### config.mk
export PLATFORM = sky130hd
export DESIGN_NAME = alu_sequencer
export DESIGN_NICKNAME = d
export VERILOG_FILES = /design/src/rtl/alu_sequencer.sv
export SDC_FILE = /design/constraint.sdc
export NUM_CORES = 1
export LEC_CHECK = 0
export ABC_AREA = 1
export CAP_MARGIN = 20
export CORE_ASPECT_RATIO = 1.25
export CORE_MARGIN = 2
export CORE_UTILIZATION = 45
export CTS_BUF_LIST = sky130_fd_sc_hd__clkbuf_16
export CTS_CLUSTER_DIAMETER = 60
export CTS_CLUSTER_SIZE = 40
export DETAILED_ROUTE_END_ITERATION = 10
export GPL_TIMING_DRIVEN = 1
export MAX_ROUTING_LAYER = met4
export PLACE_DENSITY = 0.77
export SYNTH_ARGS = -nofsm -noshare
export SYNTH_HDL_FRONTEND = slang
export SYNTH_SLANG_ARGS = --single-unit
### constraint.sdc
create_clock -name clk -period 1.6 [get_ports clk]
set_input_delay 0.48 -clock clk [delete_from_list [all_inputs] [get_ports clk]]
set_output_delay 0.48 -clock clk [all_outputs]
set_load 0.05 [all_outputs]
### src/rtl/alu_sequencer.sv
// alu_sequencer: issues one ALU request at a time to a registered ALU
// and writes the result and masked flags back to A/X/Y/P.
module alu_sequencer #(
  parameter logic [6:0] P_RESET = 7'h00
) (
  input  logic       clk,
  input  logic       rst_n,
  input  logic       req_valid,
  output logic       req_ready,
  input  logic [4:0] req_op,
  input  logic [1:0] req_src_a,
  input  logic [1:0] req_src_b,
  input  logic [7:0] req_imm,
  input  logic [1:0] req_dst,
  input  logic [6:0] req_flag_mask,
  output logic [4:0] alu_op,
  output logic [7:0] alu_a,
  output logic [7:0] alu_b,
  input  logic [7:0] alu_result,
  input  logic [6:0] alu_flags,
  input  logic       wr_en,
  input  logic [1:0] wr_sel,
  input  logic [7:0] wr_data,
  output logic       done,
  output logic [7:0] reg_a,
  output logic [7:0] reg_x,
  output logic [7:0] reg_y,
  output logic [6:0] status
);

  typedef enum logic [1:0] {
    S_IDLE,
    S_ISSUE,
    S_WB
  } state_e;

  state_e     state_q, state_d;
  logic [4:0] op_q, op_d;
  logic [7:0] opa_q, opa_d;
  logic [7:0] opb_q, opb_d;
  logic [1:0] dst_q, dst_d;
  logic [6:0] mask_q, mask_d;
  logic [7:0] a_q, a_d;
  logic [7:0] x_q, x_d;
  logic [7:0] y_q, y_d;
  logic [6:0] p_q, p_d;
  logic       accept;

  function automatic logic [7:0] pick(
    input logic [1:0] sel,
    input logic [7:0] a,
    input logic [7:0] x,
    input logic [7:0] y,
    input logic [7:0] imm
  );
    logic [7:0] v;
    unique case (sel)
      2'd0:    v = a;
      2'd1:    v = x;
      2'd2:    v = y;
      default: v = imm;
    endcase
    return v;
  endfunction

  assign accept = (state_q == S_IDLE) && req_valid;

  // Next-state logic: IDLE -> ISSUE -> WB -> IDLE
  always_comb begin
    state_d = state_q;
    unique case (state_q)
      S_IDLE:  if (req_valid) state_d = S_ISSUE;
      S_ISSUE: state_d = S_WB;
      S_WB:    state_d = S_IDLE;
      default: state_d = S_IDLE;
    endcase
  end

  // Capture opcode, operands and writeback controls on accept
  always_comb begin
    op_d   = op_q;
    opa_d  = opa_q;
    opb_d  = opb_q;
    dst_d  = dst_q;
    mask_d = mask_q;
    if (accept) begin
      op_d   = req_op;
      opa_d  = pick(req_src_a, a_q, x_q, y_q, req_imm);
      opb_d  = pick(req_src_b, a_q, x_q, y_q, req_imm);
      dst_d  = req_dst;
      mask_d = req_flag_mask;
    end
  end

  // Architectural regs: external write first, ALU writeback overrides
  always_comb begin
    a_d = a_q;
    x_d = x_q;
    y_d = y_q;
    p_d = p_q;
    if (wr_en) begin
      unique case (wr_sel)
        2'd0:    a_d = wr_data;
        2'd1:    x_d = wr_data;
        2'd2:    y_d = wr_data;
        default: p_d = wr_data[6:0];
      endcase
    end
    if (state_q == S_WB) begin
      unique case (dst_q)
        2'd0:    a_d = alu_result;
        2'd1:    x_d = alu_result;
        2'd2:    y_d = alu_result;
        default: ;
      endcase
      p_d = (p_d & ~mask_q) | (alu_flags & mask_q);
    end
  end

  // State and datapath registers
  always_ff @(posedge clk or negedge rst_n) begin
    if (!rst_n) begin
      state_q <= S_IDLE;
      op_q    <= '0;
      opa_q   <= '0;
      opb_q   <= '0;
      dst_q   <= '0;
      mask_q  <= '0;
      a_q     <= '0;
      x_q     <= '0;
      y_q     <= '0;
      p_q     <= P_RESET;
    end else begin
      state_q <= state_d;
      op_q    <= op_d;
      opa_q   <= opa_d;
      opb_q   <= opb_d;
      dst_q   <= dst_d;
      mask_q  <= mask_d;
      a_q     <= a_d;
      x_q     <= x_d;
      y_q     <= y_d;
      p_q     <= p_d;
    end
  end

  assign req_ready = (state_q == S_IDLE);
  assign done      = (state_q == S_WB);
  assign alu_op    = op_q;
  assign alu_a     = opa_q;
  assign alu_b     = opb_q;
  assign reg_a     = a_q;
  assign reg_x     = x_q;
  assign reg_y     = y_q;
  assign status    = p_q;

endmodule

==> run summary <==
======================================================================================
First-pass iteration count of the detailed router                                    6
Ys Warns                                                                             0
Setup repair after global routing missed its margin                               true
Mapped Area                                                                 3542 sq um
Area grow syn2layout                                                            60.47%
Row Count                                                                           36
Wirelength, routed                                                            10.45 mm
Weighted congestion reported at the end of routability-driven placement         0.9371
Type of element launching the critical path                                       flop
Worst reg-to-reg path cell count                                                     8
Number of max-slew violations in the final report                                    0
Run status                                                                complete, no violations
Nets in the synthesized netlist                                                    552
Deepest level of the CTS H-tree                                                      3
Setup TNS Final                                                                   0 ns
Count of different cell masters after synthesis                                     23
Family with the most delay on the worst path                                flip-flops
Vias in the first global route                                                   3,625
Antenna diodes                                                                       0
Number of vias in the routed layout                                              3,734
Post-layout minimum cycle time                                                1.592 ns
DIE WIDTH                                                                     83.36 um
Tightest slew margin relative to the limit                                      73.30%
Count of mapped cells out of synthesis                                             497
Crit path DAT                                                                  1.11 ns
Sequential-to-total area share from yosys stat                                  44.51%
Max Clock Skew                                                             0.003465 ns
Slowest Stage Delay on Critical Path                                           0.42 ns
Number of setup violations in the final report                                       0
Syn Area/Cell                                                              7.127 sq um
Root Driver                                                                  clkbuf_16
Total Power Consumption                                                       9.732 mW
Worst ir drop on vdd                                                        0.001126 V
FF+latch count, synth                                                               63
Number of port buffers                                                             108
DRC viols                                                                            0
Total congestion overflow                                                            0
Die area                                                                    8602 sq um
Highest clock rate                                                          0.6280 GHz
Starting density of the core                                                    45.99%
Wire length of the first global-routing pass                                  17.35 mm
Crit-path cells                                                           inv_2, nor2_8, buf_12
Vertical extent of the die                                                    103.2 um
Maximum root-to-sink buffer count                                                    2
TritonCTS sink count                                                                63
Routed wirelength normalized by instance count                                14.41 um
Proportion of netlist area held by the largest area contributor                 44.51%
Tot GR Track Use                                                                26.31%
Setup slack of the worst register-to-register path                             0.18 ns
Capturing point of the worst reg2reg path                                 status[6]$_DFF_PN0_
Final Net Count                                                                    680
Boundary pin count                                                                 109
Clock insertion delay at the later pin of the skew report                      0.32 ns
Number of hold buffers added after cts                                               0
Clock Pin Slew Worst Setup and Hold Paths                                      0.05 ns
Kind of path behind the tightest hold check                                in -> async
Number of hold-slack violations in the final timing report                           0
Proportion of layout cells with a drive suffix above 1                          18.41%
Critical-path cell with the highest stage delay                                dfrtp_1
Type of the worst setup path                                                reg -> out
Number of DRC markers in iteration 0                                               223
CP Capture Type                                                           primary output
Avg Vias per Cell                                                                5.150
Static Leak                                                                   2.908 nW
Critical Path Stages                                                                 3
Largest net degree at the start of global routing                                   49
Number of buffers and inverters on the critical path                                 2
Startpoint of the worst-slack reg-to-reg timing path                      state_q[1]$_DFFE_PN0P_
Cell types occupying the most area after synthesis                        dfrtp_1 45%, nand2_1 22%, nand3_1 11%
Largest fanout on the critical path                                                  3
Remaining antenna violation count after routing                                      0
Number of antenna violations at the first check in global routing                    0
Top cell type by total area after synthesis                                    dfrtp_1
Ratio of final minimum period to clock period                                   99.52%
CTS buffer count                                                                     9
Core area                                                                   7702 sq um
Clock tree from TritonCTS                                                        built
Worst Tran Pin Value                                                         0.4004 ns
HPWL after detailed placement                                                 7.835 mm
Data required time at the worst endpoint                                       1.12 ns
Max-cap violation count                                                              0
Power density over the cells                                              1712 nW/um^2
======================================================================================
## sequential cells by signal (all words and copies together) (netlist names)
signal and cells:
alu_a 8, alu_b 8, alu_op 5, dst_q 2, mask_q 7, reg_a 8
reg_x 8, reg_y 8, state_q 2, status 7
## logic make-up after synthesis
| family | share of synthesized area (%) |
|---|---|
| DFF | 44.51 |
| and+or+nand+nor | 44.05 |
| AOI/OAI and AO/OA | 2.543 |
| buffers and inverters | 8.901 |
## how the worst max path moves through the flow
| stage | from | to | slack [ns] |
|---|---|---|---|
| after global routing | state_q[1]$_DFFE_PN0P_ | done | -0.03 |
| final | state_q[1]$_DFFE_PN0P_ | done | 0.008 |
| after detailed placement | wr_sel[0] | reg_x[0]$_DFF_PN0_ | -0.22 |
| after CTS | state_q[1]$_DFFE_PN0P_ | done | -0.03 |
| after global placement | wr_sel[0] | reg_x[0]$_DFF_PN0_ | -0.19 |
| after floorplan | state_q[0]$_DFFE_PN0P_ | alu_b[0]$_DFFE_PN0P_ | 0.23 |
## worst reg2reg max path, cell delays in order (launching register included)
cell	delay, ns
dfrtp_1	0.42
inv_2	0.09
nor2_8	0.13
buf_4	0.19
buf_4	0.21
nand2_1	0.09
nand3_1	0.11
nand2_1	0.07
inv_1	0.06
## cell type report
cell class | instances | area, sq um
clock inverter | 7 | 56.30
tap | 95 | 118.9
sequential | 63 | 1578
inverter | 54 | 209.0
timing repair buffer | 133 | 1842
fill | 557 | 2018
clock buffer | 9 | 225.2
multi-input combinational | 364 | 1655
## per-layer routing
layer	up-vias	track usage [%]	wire length [um]
met5	-	-	0
met4	0	11.48	281
met3	26	5.397	742
met2	198	47.39	5411
met1	1691	28.44	4015
li1	1819	-	-
## repair_timing
item / in CTS / in global routing
setup buffers: 2 / 0
pin swaps: 2 / 1
gates resized for setup: 0 / 3
hold endpoints to repair: 0 / 0
setup endpoints to repair: 2 / 8
## metrics by stage
step | hold WS (ns) | std cells | utilization, % | cell area (sq um) | setup WS [ns]
2_1_floorplan | 0.1844 | 497 | - | 3542 | 0.2280
6_report | 0.07623 | 725 | 73.80 | 5684 | 0.007752
3_5_place_dp | 0.4206 | 707 | 69.87 | 5381 | -0.2196
4_1_cts | 0.08034 | 725 | 73.72 | 5678 | -0.03455
5_1_grt | 0.09842 | 725 | 73.80 | 5684 | -0.02602
3_3_place_gp | 0.4202 | 707 | 69.87 | 5381 | -0.1932
## report_power, final
part	internal, mW	switching (mW)	total (mW)
Sequential	2.11	0.747	2.86
Combinational	2.35	2.67	5.02
Clock	1.18	0.675	1.85
## cell usage in the layout (no fill, tap or decap)
cell / synthesis / layout
o21ai_1: 2 / 2
nor2_8: 1 / 1
clkinv_2: 3 / 6
clkbuf_16: 0 / 9
nand3_4: 3 / 3
nor2_2: 2 / 3
nand4_1: 7 / 7
inv_1: 47 / 49
bufinv_16: 0 / 1
inv_2: 3 / 3
buf_2: 6 / 1
clkdlybuf4s50_1: 0 / 53
nand2_2: 0 / 1
buf_4: 2 / 22
nor2_1: 34 / 33
inv_4: 1 / 1
nand3b_1: 7 / 7
o21ai_0: 16 / 16
nand3_1: 79 / 79
nand2_1: 206 / 205
buf_12: 0 / 57
clkinv_1: 0 / 1
nand3_2: 4 / 4
nand2_8: 1 / 1
dfrtp_2: 0 / 1
dfrtp_1: 63 / 62
nor2_4: 2 / 2
## cells in the mapped netlist, drive strengths merged
library cell and instances:
clkbuf 4, nor2 39, dfrtp 63, o21ai 18, buf 12, nand3b 7, clkinv 3, nand4 7
inv 51, nand2 207, nand3 86
No activity file was read; power rests on OpenSTA's default activity.
